`src/rtl/deser400_pkg.sv`:
```
// Shared constants and types for the deser400 phase-scan logic.
package deser400_pkg;

  localparam int NPHASE_DEF = 8;
  localparam int NCHAN      = 4;

  typedef enum logic [1:0] {
    CH_I,
    CH_II,
    CH_III,
    CH_IV
  } chan_t;

  typedef enum logic [2:0] {
    IDLE,
    SET,
    SETTLE,
    SAMPLE,
    NEXT,
    APPLY,
    DONE
  } phscan_state_t;

endpackage

```
`src/rtl/deser400_phscan_best.sv`:
```
// Per-channel running minimum of the xorsum, remembering the phase it occurred at.
module deser400_phscan_best (
  input  logic       clk,
  input  logic       reset_n,
  input  logic       clear,
  input  logic       cmp_en,
  input  logic       first,
  input  logic [3:0] phase,
  input  logic [7:0] sum,
  output logic [3:0] best_phase,
  output logic [7:0] best_sum
);

  // Strict less-than so that a tie keeps the earlier (lower) phase.
  always_ff @(posedge clk or negedge reset_n) begin
    if (!reset_n) begin
      best_phase <= 4'd0;
      best_sum   <= 8'd0;
    end else if (clear) begin
      best_phase <= 4'd0;
      best_sum   <= 8'd0;
    end else if (cmp_en && (first || (sum < best_sum))) begin
      best_phase <= phase;
      best_sum   <= sum;
    end
  end

endmodule

```
`src/rtl/deser400_phscan.sv`:
```
// Phase scanner: steps every masked channel through all phases, keeps the lowest
// xorsum per channel, then writes the winning phase back one channel at a time.
module deser400_phscan
  import deser400_pkg::*;
#(
  parameter int NPHASE     = NPHASE_DEF,
  parameter int SETTLE_MAX = 15
) (
  input  logic        clk,
  input  logic        reset_n,
  input  logic        start,
  input  logic        abort,
  input  logic [3:0]  chan_mask,
  input  logic [3:0]  settle,
  input  logic        pd_trig,
  input  logic [31:0] xorsum,
  output logic [3:0]  phwrite,
  output logic [3:0]  phdata,
  output logic        busy,
  output logic        done,
  output logic [15:0] best_phase,
  output logic [31:0] best_sum
);

  localparam logic [3:0] PH_LAST    = 4'(NPHASE - 1);
  localparam logic [3:0] SETTLE_LIM = 4'(SETTLE_MAX);

  phscan_state_t state_reg, state_next;
  chan_t         chan_reg;
  logic [3:0]    mask_reg;
  logic [3:0]    settle_reg;
  logic [3:0]    phase_reg;
  logic [3:0]    trig_cnt_reg;
  logic          sampled_reg;
  logic [31:0]   xs_reg;
  logic          done_reg;

  logic          best_clear;
  logic          cmp_en;
  logic [3:0]    best_phase_ch [NCHAN];
  logic [7:0]    best_sum_ch   [NCHAN];

  always_comb begin
    state_next = state_reg;
    phwrite    = 4'd0;
    phdata     = 4'd0;
    best_clear = 1'b0;
    cmp_en     = 1'b0;
    case (state_reg)
      IDLE: begin
        if (start && !abort) begin
          best_clear = 1'b1;
          state_next = (chan_mask == 4'd0) ? DONE : SET;
        end
      end
      SET: begin
        phwrite    = mask_reg;
        phdata     = phase_reg;
        state_next = (settle_reg == 4'd0) ? SAMPLE : SETTLE;
      end
      SETTLE: begin
        if (pd_trig && (trig_cnt_reg == settle_reg - 4'd1)) state_next = SAMPLE;
      end
      SAMPLE: begin
        if (sampled_reg) begin
          cmp_en     = 1'b1;
          state_next = NEXT;
        end
      end
      NEXT: begin
        state_next = (phase_reg == PH_LAST) ? APPLY : SET;
      end
      APPLY: begin
        if (mask_reg[chan_reg]) begin
          phwrite = 4'b0001 << chan_reg;
          phdata  = best_phase_ch[chan_reg];
        end
        if (chan_reg == CH_IV) state_next = DONE;
      end
      DONE: begin
        state_next = IDLE;
      end
      default: begin
        state_next = IDLE;
      end
    endcase
    // Abort overrides everything: no strobe and no compare in the abort cycle.
    if (abort && (state_reg != IDLE)) begin
      state_next = IDLE;
      phwrite    = 4'd0;
      phdata     = 4'd0;
      cmp_en     = 1'b0;
    end
  end

  always_ff @(posedge clk or negedge reset_n) begin
    if (!reset_n) begin
      state_reg    <= IDLE;
      chan_reg     <= CH_I;
      mask_reg     <= 4'd0;
      settle_reg   <= 4'd0;
      phase_reg    <= 4'd0;
      trig_cnt_reg <= 4'd0;
      sampled_reg  <= 1'b0;
      xs_reg       <= 32'd0;
      done_reg     <= 1'b0;
    end else begin
      state_reg <= state_next;
      done_reg  <= (state_reg == DONE) && !abort;
      case (state_reg)
        IDLE: begin
          if (start && !abort) begin
            mask_reg   <= chan_mask;
            settle_reg <= (settle > SETTLE_LIM) ? SETTLE_LIM : settle;
            phase_reg  <= 4'd0;
          end
        end
        SET: begin
          trig_cnt_reg <= 4'd0;
          sampled_reg  <= 1'b0;
        end
        SETTLE: begin
          if (pd_trig) trig_cnt_reg <= trig_cnt_reg + 4'd1;
        end
        SAMPLE: begin
          if (!sampled_reg && pd_trig) begin
            xs_reg      <= xorsum;
            sampled_reg <= 1'b1;
          end
        end
        NEXT: begin
          if (phase_reg == PH_LAST) chan_reg <= CH_I;
          else                      phase_reg <= phase_reg + 4'd1;
        end
        APPLY: begin
          chan_reg <= chan_t'(chan_reg + 2'd1);
        end
        default: begin
        end
      endcase
    end
  end

  generate
    for (genvar gi = 0; gi < NCHAN; gi++) begin : g_best
      deser400_phscan_best u_best (
        .clk        (clk),
        .reset_n    (reset_n),
        .clear      (best_clear),
        .cmp_en     (cmp_en && mask_reg[gi]),
        .first      (phase_reg == 4'd0),
        .phase      (phase_reg),
        .sum        (xs_reg[gi*8 +: 8]),
        .best_phase (best_phase_ch[gi]),
        .best_sum   (best_sum_ch[gi])
      );
      assign best_phase[gi*4 +: 4] = best_phase_ch[gi];
      assign best_sum[gi*8 +: 8]   = best_sum_ch[gi];
    end
  endgenerate

  assign busy = (state_reg != IDLE);
  assign done = done_reg;

endmodule

```
`config.mk`:
```
export PLATFORM = sky130hd
export DESIGN_NAME = deser400_phscan
export DESIGN_NICKNAME = d
export VERILOG_FILES = /design/src/rtl/deser400_pkg.sv /design/src/rtl/deser400_phscan_best.sv /design/src/rtl/deser400_phscan.sv
export SDC_FILE = /design/constraint.sdc
export NUM_CORES = 1
export LEC_CHECK = 0
export BUFFER_PORTS_ARGS = -buffer_cell sky130_fd_sc_hd__buf_4
export CAP_MARGIN = 15
export CORE_UTILIZATION = 30
export CTS_BUF_LIST = sky130_fd_sc_hd__clkbuf_8
export DETAILED_ROUTE_END_ITERATION = 10
export HOLD_SLACK_MARGIN = 0.08
export PLACE_DENSITY = 0.46
export SYNTH_ARGS = -nofsm -noshare
export SYNTH_HDL_FRONTEND = slang
export SYNTH_SLANG_ARGS = --single-unit
```
`constraint.sdc`:
```
create_clock -name clk -period 5.16 [get_ports clk]
set_clock_uncertainty 0.05 [all_clocks]
set_input_delay 0.258 -clock clk [delete_from_list [all_inputs] [get_ports clk]]
set_output_delay 0.258 -clock clk [all_outputs]
set_load 0.03 [all_outputs]
```
Word level (Yosys, flattened, before mapping)

Index checks and enable logic that the tools add are counted.

Flip-flop bits (word level): 103
Input bits: 45
Output and inout port bits: 58
Word-level logic and storage cells: 138

Add/subtract/negate cells: 4
Magnitude comparators: 7
Equality and inequality tests: 18
Shift operators: 1
Multiplexer cells: 51
Bitwise operators: 1
Reductions and logical operators: 39

Operators by type and width:

| operator            | count |
|---|---|
| $mux 4              | 18 |
| $mux 8              | 8 |
| $lt 8x8->1          | 4 |
| $pmux 4 s2          | 4 |
| $mux 3              | 7 |
| $pmux 3 s6          | 1 |
| $reduce_bool 2->1   | 8 |
| $logic_and 1x1->1   | 13 |
| $logic_not 4->1     | 3 |
| $ne 3x3->1 const B  | 4 |
| $ne 2x2->1 const B  | 5 |
| $reduce_and 2->1    | 5 |
| $eq 3x3->1 const B  | 3 |
| $add 4x1->4 const B | 2 |
| $bmux 4 s2          | 1 |
| $mux 1              | 8 |
| $eq 3x2->1 const B  | 2 |
| $eq 4x3->1 const B  | 1 |
| $eq 4x4->1          | 1 |
| $gt 4x4->1 const B  | 1 |
| $logic_or 1x1->1    | 4 |
| $pmux 2 s2          | 1 |
| $reduce_and 4->1    | 1 |
| $shl 1x2->4 const A | 1 |
| 14 further kinds    | 15 |

Longest topological paths before layout

Depth after elaboration: 7
Mapped depth: 8
Depth with buffers taken out: 7

Modules after synthesis

From an unflattened synthesis, not the netlist that was laid out.

Cell total of the unflattened synthesis: 545
Area total of the unflattened synthesis: 5,957.0 sq um

By module, submodules not included:

| module               | instances | cells an instance | area an instance (sq um) | seq. area each (sq um) |
|---|---|---|---|---|
| deser400_phscan_best | 4         | 76                | 782.0                    | 300.3 |
| deser400_phscan      | 1         | 241               | 2,829.0                  | 1,376.3 |

Worst setup path after synthesis

No wires, ideal clock.

Kind: reg2reg
Start point: reg g_best[0].u_best.best_sum[7]
End point: reg g_best[0].u_best.best_sum[1]
Setup time: 0.125 ns
Data arrival time: 2.041 ns
Required time: 4.985 ns
Slack: 2.944 ns
Stages on the path, launching flop included: 8
Path buffers: 0
Period minus slack after synthesis: 2.216 ns
Cells stage by stage: dfrtp_1 > inv_1 > ha_1 > and3_1 > a22o_1 > o21ai_0 > o211ai_2 > mux2_2

Longest elaborated chain between the ends: 4

RTL lines:

| item                               | RTL line                   | RTL |
|---|---|---|
| from (decl)                        | deser400_phscan_best.sv:11 | `output logic [7:0] best_sum` |
| from (signal assigned)             | deser400_phscan_best.sv:24 | `best_sum <= sum;` |
| $lt 8x8->1                         | deser400_phscan_best.sv:22 | `end else if (cmp_en && (first \|\| (sum < best_sum))) begin` |
| $logic_or 1x1->1                   | deser400_phscan_best.sv:22 |  |
| $logic_and 1x1->1                  | deser400_phscan_best.sv:22 |  |
| $reduce_bool 2->1 (no source line) | --                         |  |

No other way between the ends.
A chain may end at the register's enable or synchronous reset.

Worst setup path in the final report

Start point: reg state_reg[0]
End point: out phdata[2]

Longest elaborated chain between the ends: 3
Elaborated cells between the ends (all ways): 6
Classes of those cells: eq/ne (2); mux (2); reduce/logical (2)

RTL lines:

| item                                            | RTL line                                     | RTL |
|---|---|---|
| from (decl)                                     | deser400_phscan.sv:28                        | `phscan_state_t state_reg, state_next;` |
| from (signal assigned)                          | deser400_phscan.sv:108                       | `state_reg <= state_next;` |
| $eq 3x3->1 (tied with other cells)              | deser400_phscan.sv:49                        | `case (state_reg)` |
| $pmux 4 s2 or $logic_and 1x1->1 (tied branches) | deser400_phscan.sv:49, deser400_phscan.sv:88 |  |
| $mux 4 (*)                                      | deser400_phscan.sv:88                        | `if (abort && (state_reg != IDLE)) begin` |
| to (decl)                                       | deser400_phscan.sv:18                        | `output logic [3:0] phdata,` |

Mark *: on every way between the ends. The rest lies on a longest branch, timed or not.

==> flow_metrics.env <==
export IMPL_die_h_microns=138.3
export IMPL_cts_clk_slew_worst_paths_ns=0.10
export IMPL_placed_cells=853
export IMPL_vdd_drop_max_uv=225.8
export IMPL_fp_dieArea_sq_um=19120
export IMPL_status="finished, violations left"
export IMPL_fmax_mhz=343.1
export IMPL_wirelength_microns=14100
export IMPL_required_ns=4.85
export IMPL_post_route_util_pct=39.64
export IMPL_place_area_sq_um=6540
export IMPL_grt_start_max_net_pins=54
export IMPL_arrival_ns=2.61
export IMPL_p_sw_mw=1.092
export IMPL_ys_seq_area_share_pct=46.27
export IMPL_ant_nets=0
export IMPL_drive_gt1_share_pct=25.37
export IMPL_pin_count=103
export IMPL_die_width_microns=138.3
export IMPL_grt_pass1_wl_microns=23350
export IMPL_violations="DRC"
export IMPL_dp_hpwl_microns=10080
export IMPL_cts_tree="yes"
export IMPL_pwr_share_clk_pct=18.5
export IMPL_min_path_type="in2reg"
export IMPL_cts_htree_levels=3
export IMPL_synth_main_ff_cell="dfrtp_1"
export IMPL_intPower_mw=1.764
export IMPL_final_area_sq_um=7169
export IMPL_first_pass_iters=7
export IMPL_synth_edff_count=0
export IMPL_rsz0062_at_grt="false"
export IMPL_worstMarginPinSlew_ns=0.9941
export IMPL_viasPerCell=4.735
export IMPL_fin_crit_ns=2.915
export IMPL_maxCapViolCount=0
export IMPL_max_slew_margin_pct=33.73
export IMPL_grt_pass1_vias=4487
export IMPL_yosysTopAreaCell="dfrtp_1"
export IMPL_cts_max_path_buffers=2
export IMPL_critical_path_class="reg2out"
export IMPL_instances_no_fill=911
export IMPL_port_buffer_count=102
export IMPL_vias=4314
export IMPL_clock_sinks=103
export IMPL_cts_resized=0
export IMPL_drtIter0Drc=198
export IMPL_setup_slack_ns=2.245
export IMPL_antenna_found_initial=0
export IMPL_worstSetupEndpointType="primary output"
export IMPL_gp_congestion=0.8114
export IMPL_powerDensity_nw_per_um2=398.4
export IMPL_crit_fanout=20
export IMPL_yosys_warnings=0
export IMPL_power_frac_comb_pct=38.0
export IMPL_synthDistinctLibCells=43
export IMPL_wire_per_inst_microns=15.47
export IMPL_num_antenna_cells=0
export IMPL_maxSlewViolCount=0
export IMPL_pwr_share_seq_pct=43.5
export IMPL_min_period_over_period_pct=56.49
export IMPL_cp_start_kind="flop"
export IMPL_root_buffer="clkbuf_8"
export IMPL_synthTopCellsByArea="dfrtp_1, ha_1, mux2_2, mux2i_1, nand2_1"
export IMPL_nNetsFinal=758
export IMPL_power_switching_share_pct=38.23
export IMPL_netlist_area_sq_um=5570
export IMPL_overflow=0
export IMPL_hp_start="abort"
export IMPL_synth_fp_nets=624
export IMPL_r2r_start="state_reg[0]"
export IMPL_rows=49
export IMPL_async_flop_share_pct=100.0
export IMPL_cts_buffers=9
export IMPL_yosysMostFrequentCell="dfrtp_1"
export IMPL_worst_hold_slack_ns=0.2250
export IMPL_drcViolationCount=11
export IMPL_synth_seq_cells=103
export IMPL_setup_tns_ns=0
export IMPL_p_leak_nw=3.400
export IMPL_cp_startpoint="state_reg[0]"
export IMPL_setup_viol=0
export IMPL_core_area_sq_um=18090
export IMPL_start_util_pct=30.80
export IMPL_syn_inst=543
export IMPL_dp_worst_setup_slack_ns=2.281
export IMPL_synthToLayoutAreaGrowth_pct=28.71
export IMPL_grt_usage_pct=15.62
export IMPL_netlist_area_leader_share_pct=46.27
export IMPL_netlist_top_cells_count="dfrtp_1, nand2_1, inv_1"
export IMPL_clk_latency_ns=0.38
export IMPL_p_total_mw=2.856
export IMPL_synth_avg_cell_area_sq_um=10.26
export IMPL_finalHoldViolations=0
layer usage:
metal  wire [microns]  track usage (%)  vias to the layer above
met2             6629            25.64                       89
li1                 -                -                     2098
met4              272            4.790                        0
met5                0                0                        -
met1             6538            19.81                     2112
met3              655            4.641                       15
placed cells by master, fill, tap and decap left out, types with 19 or more instances in the layout:
cell type,netlist,layout
buf_4,6,105
dfrtp_1,103,103
nand2_1,78,78
inv_1,63,64
mux2i_1,41,41
dlygate4sd3_1,0,41
mux2_2,39,39
ha_1,36,36
nor2_1,31,31
o21ai_0,19,19
power by group through the flow:
stage | registers (mW) | logic (mW) | clock network, mW
3_3_place_gp | 1.25 | 1.03 | 0
4_1_cts | 1.25 | 1.09 | 0.548
2_1_floorplan | 1.15 | 0.851 | 0
5_1_grt | 1.28 | 1.24 | 0.584
3_5_place_dp | 1.26 | 1.06 | 0
6_report | 1.24 | 1.09 | 0.530
final timing paths:
kind / slack, ns / cells after the start / to
min reg2reg: 0.49 / 2 / g_best[0].u_best.best_sum[0]
max in group asynchronous: 3.48 / 3 / xs_reg[19]
max: 2.25 / 5 / phdata[2]
min: 0.23 / 4 / done
max reg2reg: 2.40 / 6 / g_best[3].u_best.best_phase[2]
min in group asynchronous: 0.41 / 2 / trig_cnt_reg[2]
area by class of cell:
type                       instances  area [sq um]
tap                              229         286.5
fill                            1801         10920
sequential                       103          2577
clock buffer                      10         137.6
multi-input combinational        353          2651
timing repair buffer             147          1219
inverter                          63         236.5
clock inverter                     6         61.31
logic make-up (layout without fill, tap and decap cells):
| family | after synthesis | after routing | share of synthesized area (%) |
|---|---|---|---|
| compound gates | 72 | 72 | 8.378 |
| xor+xnor | 8 | 8 | 1.393 |
| fa+ha+maj | 36 | 36 | 8.086 |
| buf+inv | 87 | 226 | 6.446 |
| mux | 85 | 85 | 17.27 |
| simple gates | 152 | 152 | 12.15 |
| flops | 103 | 103 | 46.27 |
worst max-delay path, cell delays in order (launching register included):
cell	delay, ns
dfrtp_1	0.69
nor2b_1	0.40
nor2b_1	0.54
a22oi_1	0.25
nor2_1	0.17
buf_4	0.18
what timing repair did:
item / CTS / global route
hold endpoints to repair: 90 / 0
buffers inserted: 0 / 0
hold buffers: 41 / 0
No activity file was read; power rests on OpenSTA's default activity.
